===== src/rtl/reaction_round_ctrl_if.sv =====
// Reaction round controller bus.
// Groups the game-control inputs (tick, start, hit, abort, rand_val) and the
// status outputs (rand_req, state, go, round_idx, result, last_time,
// best_time, hit_cnt, done) consumed by the screen-select logic.
//   slave  : the controller side (drives status, receives control)
//   master : the game / stimulus side (drives control, receives status)
interface reaction_round_ctrl_if;
    logic       tick;
    logic       start;
    logic       hit;
    logic       abort;
    logic [8:0] rand_val;

    logic       rand_req;
    logic [2:0] state;
    logic       go;
    logic [2:0] round_idx;
    logic [1:0] result;
    logic [8:0] last_time;
    logic [8:0] best_time;
    logic [2:0] hit_cnt;
    logic       done;

    modport slave (
        input  tick, start, hit, abort, rand_val,
        output rand_req, state, go, round_idx, result, last_time, best_time, hit_cnt, done
    );

    modport master (
        output tick, start, hit, abort, rand_val,
        input  rand_req, state, go, round_idx, result, last_time, best_time, hit_cnt, done
    );
endinterface


===== src/rtl/reaction_round_ctrl.sv =====
// Multi-round reaction-time game sequencer.
// Each round: ARM loads a random delay (floored at MIN_DELAY), WAIT counts it
// down on 100 Hz ticks, ACTIVE raises go and counts reaction ticks until hit
// or TIMEOUT, RESULT holds for RESULT_HOLD ticks. After NUM_ROUNDS rounds the
// game parks in DONE. False starts, misses and the best HIT time are tracked.
// Ports:
//   clk   : system clock
//   rst_n : asynchronous active-low reset
//   bus   : reaction_round_ctrl_if.slave (control inputs, status outputs)
module reaction_round_ctrl #(
    parameter int unsigned NUM_ROUNDS  = 3,
    parameter logic [8:0]  MIN_DELAY   = 9'd100,
    parameter logic [8:0]  TIMEOUT     = 9'd300,
    parameter logic [7:0]  RESULT_HOLD = 8'd100
) (
    input logic                     clk,
    input logic                     rst_n,
    reaction_round_ctrl_if.slave    bus
);

    typedef enum logic [2:0] {
        StIdle   = 3'd0,
        StArm    = 3'd1,
        StWait   = 3'd2,
        StActive = 3'd3,
        StResult = 3'd4,
        StDone   = 3'd5
    } state_e;

    localparam logic [1:0] ResNone  = 2'd0;
    localparam logic [1:0] ResHit   = 2'd1;
    localparam logic [1:0] ResFalse = 2'd2;
    localparam logic [1:0] ResMiss  = 2'd3;

    localparam logic [2:0] LastRound = 3'(NUM_ROUNDS - 1);

    state_e     state_q, state_d;
    logic [2:0] round_q, round_d;
    logic [1:0] result_q, result_d;
    logic [8:0] last_q, last_d;
    logic [8:0] best_q, best_d;
    logic [2:0] hit_cnt_q, hit_cnt_d;
    logic [8:0] delay_q, delay_d;
    logic [8:0] react_q, react_d;
    logic [7:0] hold_q, hold_d;

    always_ff @(posedge clk or negedge rst_n) begin
        if (!rst_n) begin
            state_q   <= StIdle;
            round_q   <= '0;
            result_q  <= ResNone;
            last_q    <= '0;
            best_q    <= 9'h1FF;
            hit_cnt_q <= '0;
            delay_q   <= '0;
            react_q   <= '0;
            hold_q    <= '0;
        end else begin
            state_q   <= state_d;
            round_q   <= round_d;
            result_q  <= result_d;
            last_q    <= last_d;
            best_q    <= best_d;
            hit_cnt_q <= hit_cnt_d;
            delay_q   <= delay_d;
            react_q   <= react_d;
            hold_q    <= hold_d;
        end
    end

    always_comb begin
        state_d   = state_q;
        round_d   = round_q;
        result_d  = result_q;
        last_d    = last_q;
        best_d    = best_q;
        hit_cnt_d = hit_cnt_q;
        delay_d   = delay_q;
        react_d   = react_q;
        hold_d    = hold_q;

        if (bus.abort) begin
            state_d = StIdle;
        end else begin
            unique case (state_q)
                StIdle, StDone: begin
                    if (bus.start) begin
                        state_d   = StArm;
                        round_d   = '0;
                        hit_cnt_d = '0;
                        result_d  = ResNone;
                        last_d    = '0;
                        best_d    = 9'h1FF;
                    end
                end
                StArm: begin
                    // Floored delay guarantees delay_cnt >= 1 in WAIT.
                    delay_d = (bus.rand_val < MIN_DELAY) ? bus.rand_val + MIN_DELAY
                                                         : bus.rand_val;
                    state_d = StWait;
                end
                StWait: begin
                    // A hit beats a coincident final tick.
                    if (bus.hit) begin
                        state_d  = StResult;
                        result_d = ResFalse;
                        last_d   = 9'h1FF;
                        hold_d   = '0;
                    end else if (bus.tick) begin
                        delay_d = delay_q - 9'd1;
                        if (delay_q == 9'd1) begin
                            state_d = StActive;
                            react_d = '0;
                        end
                    end
                end
                StActive: begin
                    // A hit beats a coincident timeout tick and scores the
                    // pre-increment count.
                    if (bus.hit) begin
                        state_d  = StResult;
                        result_d = ResHit;
                        last_d   = react_q;
                        hold_d   = '0;
                        if (hit_cnt_q != 3'd7) begin
                            hit_cnt_d = hit_cnt_q + 3'd1;
                        end
                        if (react_q < best_q) begin
                            best_d = react_q;
                        end
                    end else if (bus.tick) begin
                        if (react_q == TIMEOUT - 9'd1) begin
                            state_d  = StResult;
                            result_d = ResMiss;
                            last_d   = TIMEOUT;
                            hold_d   = '0;
                        end else begin
                            react_d = react_q + 9'd1;
                        end
                    end
                end
                StResult: begin
                    if (bus.tick) begin
                        if (hold_q == RESULT_HOLD - 8'd1) begin
                            if (round_q == LastRound) begin
                                state_d = StDone;
                            end else begin
                                state_d = StArm;
                                round_d = round_q + 3'd1;
                            end
                        end else begin
                            hold_d = hold_q + 8'd1;
                        end
                    end
                end
                default: state_d = StIdle;
            endcase
        end
    end

    always_comb begin
        bus.state     = state_q;
        bus.go        = (state_q == StActive);
        bus.rand_req  = (state_q == StArm);
        bus.done      = (state_q == StDone);
        bus.round_idx = round_q;
        bus.result    = result_q;
        bus.last_time = last_q;
        bus.best_time = best_q;
        bus.hit_cnt   = hit_cnt_q;
    end

endmodule


===== src/flat_wrapper.sv =====
// flat-port wrapper written by rule: the top's interface ports become plain ports
module reaction_round_ctrl_flat 
#(
    parameter int unsigned NUM_ROUNDS  = 3,
    parameter logic [8:0]  MIN_DELAY   = 9'd100,
    parameter logic [8:0]  TIMEOUT     = 9'd300,
    parameter logic [7:0]  RESULT_HOLD = 8'd100
)
  (clk, rst_n, bus_tick, bus_start, bus_hit, bus_abort, bus_rand_val, bus_rand_req, bus_state, bus_go, bus_round_idx, bus_result, bus_last_time, bus_best_time, bus_hit_cnt, bus_done);
  reaction_round_ctrl_if bus_i ();
  input logic clk;
  input logic rst_n;
  input wire logic [$bits(bus_i.tick)-1:0] bus_tick;
  input wire logic [$bits(bus_i.start)-1:0] bus_start;
  input wire logic [$bits(bus_i.hit)-1:0] bus_hit;
  input wire logic [$bits(bus_i.abort)-1:0] bus_abort;
  input wire logic [$bits(bus_i.rand_val)-1:0] bus_rand_val;
  output wire logic [$bits(bus_i.rand_req)-1:0] bus_rand_req;
  output wire logic [$bits(bus_i.state)-1:0] bus_state;
  output wire logic [$bits(bus_i.go)-1:0] bus_go;
  output wire logic [$bits(bus_i.round_idx)-1:0] bus_round_idx;
  output wire logic [$bits(bus_i.result)-1:0] bus_result;
  output wire logic [$bits(bus_i.last_time)-1:0] bus_last_time;
  output wire logic [$bits(bus_i.best_time)-1:0] bus_best_time;
  output wire logic [$bits(bus_i.hit_cnt)-1:0] bus_hit_cnt;
  output wire logic [$bits(bus_i.done)-1:0] bus_done;
  assign bus_i.tick = bus_tick;
  assign bus_i.start = bus_start;
  assign bus_i.hit = bus_hit;
  assign bus_i.abort = bus_abort;
  assign bus_i.rand_val = bus_rand_val;
  assign bus_rand_req = bus_i.rand_req;
  assign bus_state = bus_i.state;
  assign bus_go = bus_i.go;
  assign bus_round_idx = bus_i.round_idx;
  assign bus_result = bus_i.result;
  assign bus_last_time = bus_i.last_time;
  assign bus_best_time = bus_i.best_time;
  assign bus_hit_cnt = bus_i.hit_cnt;
  assign bus_done = bus_i.done;
  reaction_round_ctrl #(.NUM_ROUNDS(NUM_ROUNDS), .MIN_DELAY(MIN_DELAY), .TIMEOUT(TIMEOUT), .RESULT_HOLD(RESULT_HOLD)) u_core (.clk(clk), .rst_n(rst_n), .bus(bus_i));
endmodule

===== config.mk =====
export PLATFORM = sky130hd
export DESIGN_NAME = reaction_round_ctrl_flat
export DESIGN_NICKNAME = d
export VERILOG_FILES = /design/src/rtl/reaction_round_ctrl_if.sv /design/src/rtl/reaction_round_ctrl.sv /design/src/flat_wrapper.sv
export SDC_FILE = /design/constraint.sdc
export NUM_CORES = 1
export LEC_CHECK = 0
export ABC_AREA = 1
export BUFFER_PORTS_ARGS = -buffer_cell sky130_fd_sc_hd__clkbuf_2
export CELL_PAD_IN_SITES_DETAIL_PLACEMENT = 1
export CELL_PAD_IN_SITES_GLOBAL_PLACEMENT = 2
export CORE_UTILIZATION = 30
export CTS_CLUSTER_SIZE = 10
export DETAILED_ROUTE_END_ITERATION = 10
export PLACE_DENSITY_LB_ADDON = 0.15
export SLEW_MARGIN = 30
export SYNTH_ARGS = -nofsm -noshare
export SYNTH_HDL_FRONTEND = slang
export SYNTH_SLANG_ARGS = --single-unit

===== constraint.sdc =====
create_clock -name clk -period 1.66 [get_ports clk]
set_input_delay 0.166 -clock clk [delete_from_list [all_inputs] [get_ports clk]]
set_output_delay 0.166 -clock clk [all_outputs]
set_load 0.02 [all_outputs]

==> impl_results.md <==
- Synth async-reset ratio: 1.000
- Synth Cell Area: 3822 um2
- Longest Clk Path Bufs: 2
- Sink Count: 55
- Die X: approximately 110 um
- Sequential Area: 1394 um2
- Most common cell after layout, fill and taps aside: nand2_1
- Hpwl dp: 8485 um
- Worst Hold End: u_core.delay_q[1]
- Count of final setup violators: 0
- DP Worst Slack: -0.09416 ns
- Synth warn: 0
- Core Rows: 40
- Largest area contributor in the netlist: dfrtp_1
- First-pass GRT wire length: ~18000 um
- Hold Crit Class: in -> reg
- GPL Wtd Cong: ~0.76
- Final cycle utilization of the critical path: 0.9981
- Area after DPL: around 4500 um2
- Layout cells sized above 1: 0.3748
- CP max stage cell: dfstp_2
- Synth unique cells: 36
- Synth Area per Inst: roughly 7.4 um2
- Rel. slew slack: 0.6760
- Total grt overflow: 0
- WS Path Type: reg -> reg
- Setup crit start kind: register
- Synth-to-Final Area Change: 33.22%
- Number of CTS-inserted buffers: 5
- Port Buffers: 46
- Design area: 5092 um2
- Post-Route WL: 11280 um
- FF-to-FF path depth: 12
- WP data required: 1.91 ns
- Worst slew pin tran: roughly 0.49 ns
- Crit-path leading delay family: simple AND/OR/NAND/NOR gates
- Drt pass-1 iters: 4
- Top FF cell, synth: dfrtp_1
- Critical-path maximum fanout: 6
- Clock Latency Late Sink: 0.30 ns
- Post-route ant nets: 0
- Max cap viols: 0
- EDFF count, synth: 0
- Post-Layout Cell Count: 787
- Final setup margin: 0.003129 ns
- Post-route clock skew: 0.004623 ns
- Post-layout util: 0.4170
- Vias in the first global route: about 3800
- Maximum number of pins on one net before global-route repair: 22
- Synth area leaders: dfrtp_1, nand2_1, nand3_1, dfstp_2, o21ai_2
- H-tree levels: 2
- Ant. Diodes: 0
- Hold Path Origin: bus_rand_val[1]
- Outcome: finished clean
- DR WL/cell: 14.34 um
- Unrepaired setup endpoints after global routing: true
- Initial antenna violation count: 0
- Fillers: 1523
- Starting density of the core: 0.3130
- Pwr Total: 0.008188 W
- Critical-path cell list: inv_2 -> ha_4 -> nand2_2 -> nor2_1 -> nand2_1 -> nand3_2 -> nand2_2 -> nand2_4 -> nand2_8 -> nand2_8 -> nand2_2 -> nand2_2
- Fin crit period: between 1.5 and 2 ns
- CP peak stage delay: 0.55 ns
- Cell total after placement: 766
- Final hold vios: 0
- Die height: 114.9 um
- Post-synth top area share: 0.3011
- Post-synth net total: 548
- RR Endpoint: u_core.bus.best_time[3]
- Peak supply drop: 0.0005307 V
- Yosys reg bits: 55
- Fmax: 603.5 MHz
- Hold path cells: 3
- Slew Limit Fails: 0
- All-Layer GR Usage: 0.1777
- Core Footprint: 12210 um2
- Io pins: 47
- Most frequent cells in the layout: nand2_1, buf_4, inv_1
- Root Buffer: clkbuf_16
- Worst-path clk slew: approximately 0.080 ns
- Die Footprint: 13200 um2
- Vias: about 3700
- DRC Markers: 0
- Worst R2R Setup Slack: 0.003 ns
- Area of the multi-input gates: 2367 um2
- Sequential fraction of the synthesis area: 0.3630
- TritonCTS clock tree: built
- Final nets: 650
- Leakage: 2.516 nW
- Iteration-0 DRC Markers: 87
- WP buf/inv: 1
- PD cells: 1608 nW/um2
- Gate Count Post-Synth: 516
- Critical Path Most Common Cell: nand2_2
- Critical Path AT: 1.90 ns
- Reg2reg start: u_core.bus.best_time[4]
- Vias per std cell: 4.670
- Crit end category: register
where the power goes:
group | internal, W | leakage [nW] | switching [W]
clock network | 0.000560 | 0.0669 | 0.000525
logic | 0.00191 | 1.75 | 0.00284
registers | 0.00191 | 0.702 | 0.000440
metal layers:
layer / share of wire / GRT usage / vias up
met5: 0 / 0 / -
met4: 0.012 / 0.04329 / 0
met3: 0.023 / 0.02478 / 12
met2: 0.49 / 0.3153 / 37
met1: 0.47 / 0.2270 / 1773
li1: - / - / 1853
registers in the layout, indices dropped and copies added (netlist names):
| name | count |
|---|---|
| u_core.react_q | 9 |
| u_core.delay_q | 9 |
| u_core.bus.state | 3 |
| u_core.bus.round_idx | 3 |
| u_core.hold_q | 8 |
| u_core.bus.hit_cnt | 3 |
| u_core.bus.last_time | 9 |
| u_core.bus.result | 2 |
| u_core.bus.best_time | 9 |
worst max-delay path by stage:
| stage | cells after the start | slack, ns | start | to |
|---|---|---|---|---|
| floorplan | 12 | 0.008 | u_core.bus.best_time[4] | u_core.bus.best_time[0] |
| global placement | 12 | -0.02 | u_core.bus.best_time[4] | u_core.bus.best_time[2] |
| detailed placement | 12 | -0.09 | u_core.bus.best_time[4] | u_core.bus.best_time[3] |
| CTS | 12 | -0.02 | u_core.bus.best_time[4] | u_core.bus.best_time[3] |
| global route | 12 | -0.09 | u_core.bus.best_time[4] | u_core.bus.best_time[7] |
| finish | 12 | 0.003 | u_core.bus.best_time[4] | u_core.bus.best_time[3] |
worst reg2reg max path, cell delays in order (launching register included):
cell and delay (ns):
dfstp_2 0.55, inv_2 0.05, ha_4 0.27, nand2_2 0.04
nor2_1 0.10, nand2_1 0.07, nand3_2 0.07, nand2_2 0.06
nand2_4 0.10, nand2_8 0.08, nand2_8 0.09, nand2_2 0.06
nand2_2 0.05
cells in the mapped netlist (2+ instances only):
cell	instances
nor2_2	2
o21ai_2	26
or2_2	2
nand3_2	3
buf_4	2
nand3_1	49
ha_1	17
nor2_1	31
a31oi_1	6
o21ai_0	21
nand2_4	6
xor2_1	6
nand3b_1	3
inv_2	5
buf_2	5
a21oi_1	10
nand4_1	6
dfstp_2	9
inv_1	53
a21oi_2	3
nor2_4	3
nor3_1	2
buf_6	6
xnor2_1	3
nand2_1	175
dfrtp_1	46
nand2_2	7
cell families after synthesis:
logic type / after synthesis / synth area share
DFF: 55 / 0.3630
xor gates and xnor gates: 9 / 0.02062
buffers and inverters: 76 / 0.09230
AOI/OAI and AO/OA: 68 / 0.1208
and+or+nand+nor: 291 / 0.3476
adders and majority gates: 17 / 0.05565
final cells by class:
class	instances	share of cell area
clock buffer	6	0.02531
clock inverter	2	0.002457
inverter	61	0.04988
multi-input combinational	389	0.4649
sequential	55	0.2737
tap	168	0.04128
timing repair buffer	106	0.1425
metrics by stage:
| stage | setup TNS, ns | hold slack [ns] |
|---|---|---|
| 2_1_floorplan | 0 | -0.1296 |
| 3_3_place_gp | -0.1785 | 0.06523 |
| 3_5_place_dp | -0.7684 | 0.06451 |
| 4_1_cts | -0.1495 | 0.1354 |
| 5_1_grt | -0.9741 | 0.1462 |
| 6_report | 0 | 0.1386 |
timing repair:
action	in CTS	in global routing
resized for setup	29	46
hold buffers	1	0
setup endpoints to repair	20	51
hold endpoints to repair	9	0
pin swaps	20	17
buffers inserted	3	5
gates cloned	2	2
Note: power is estimated with default switching activity, not from simulation.
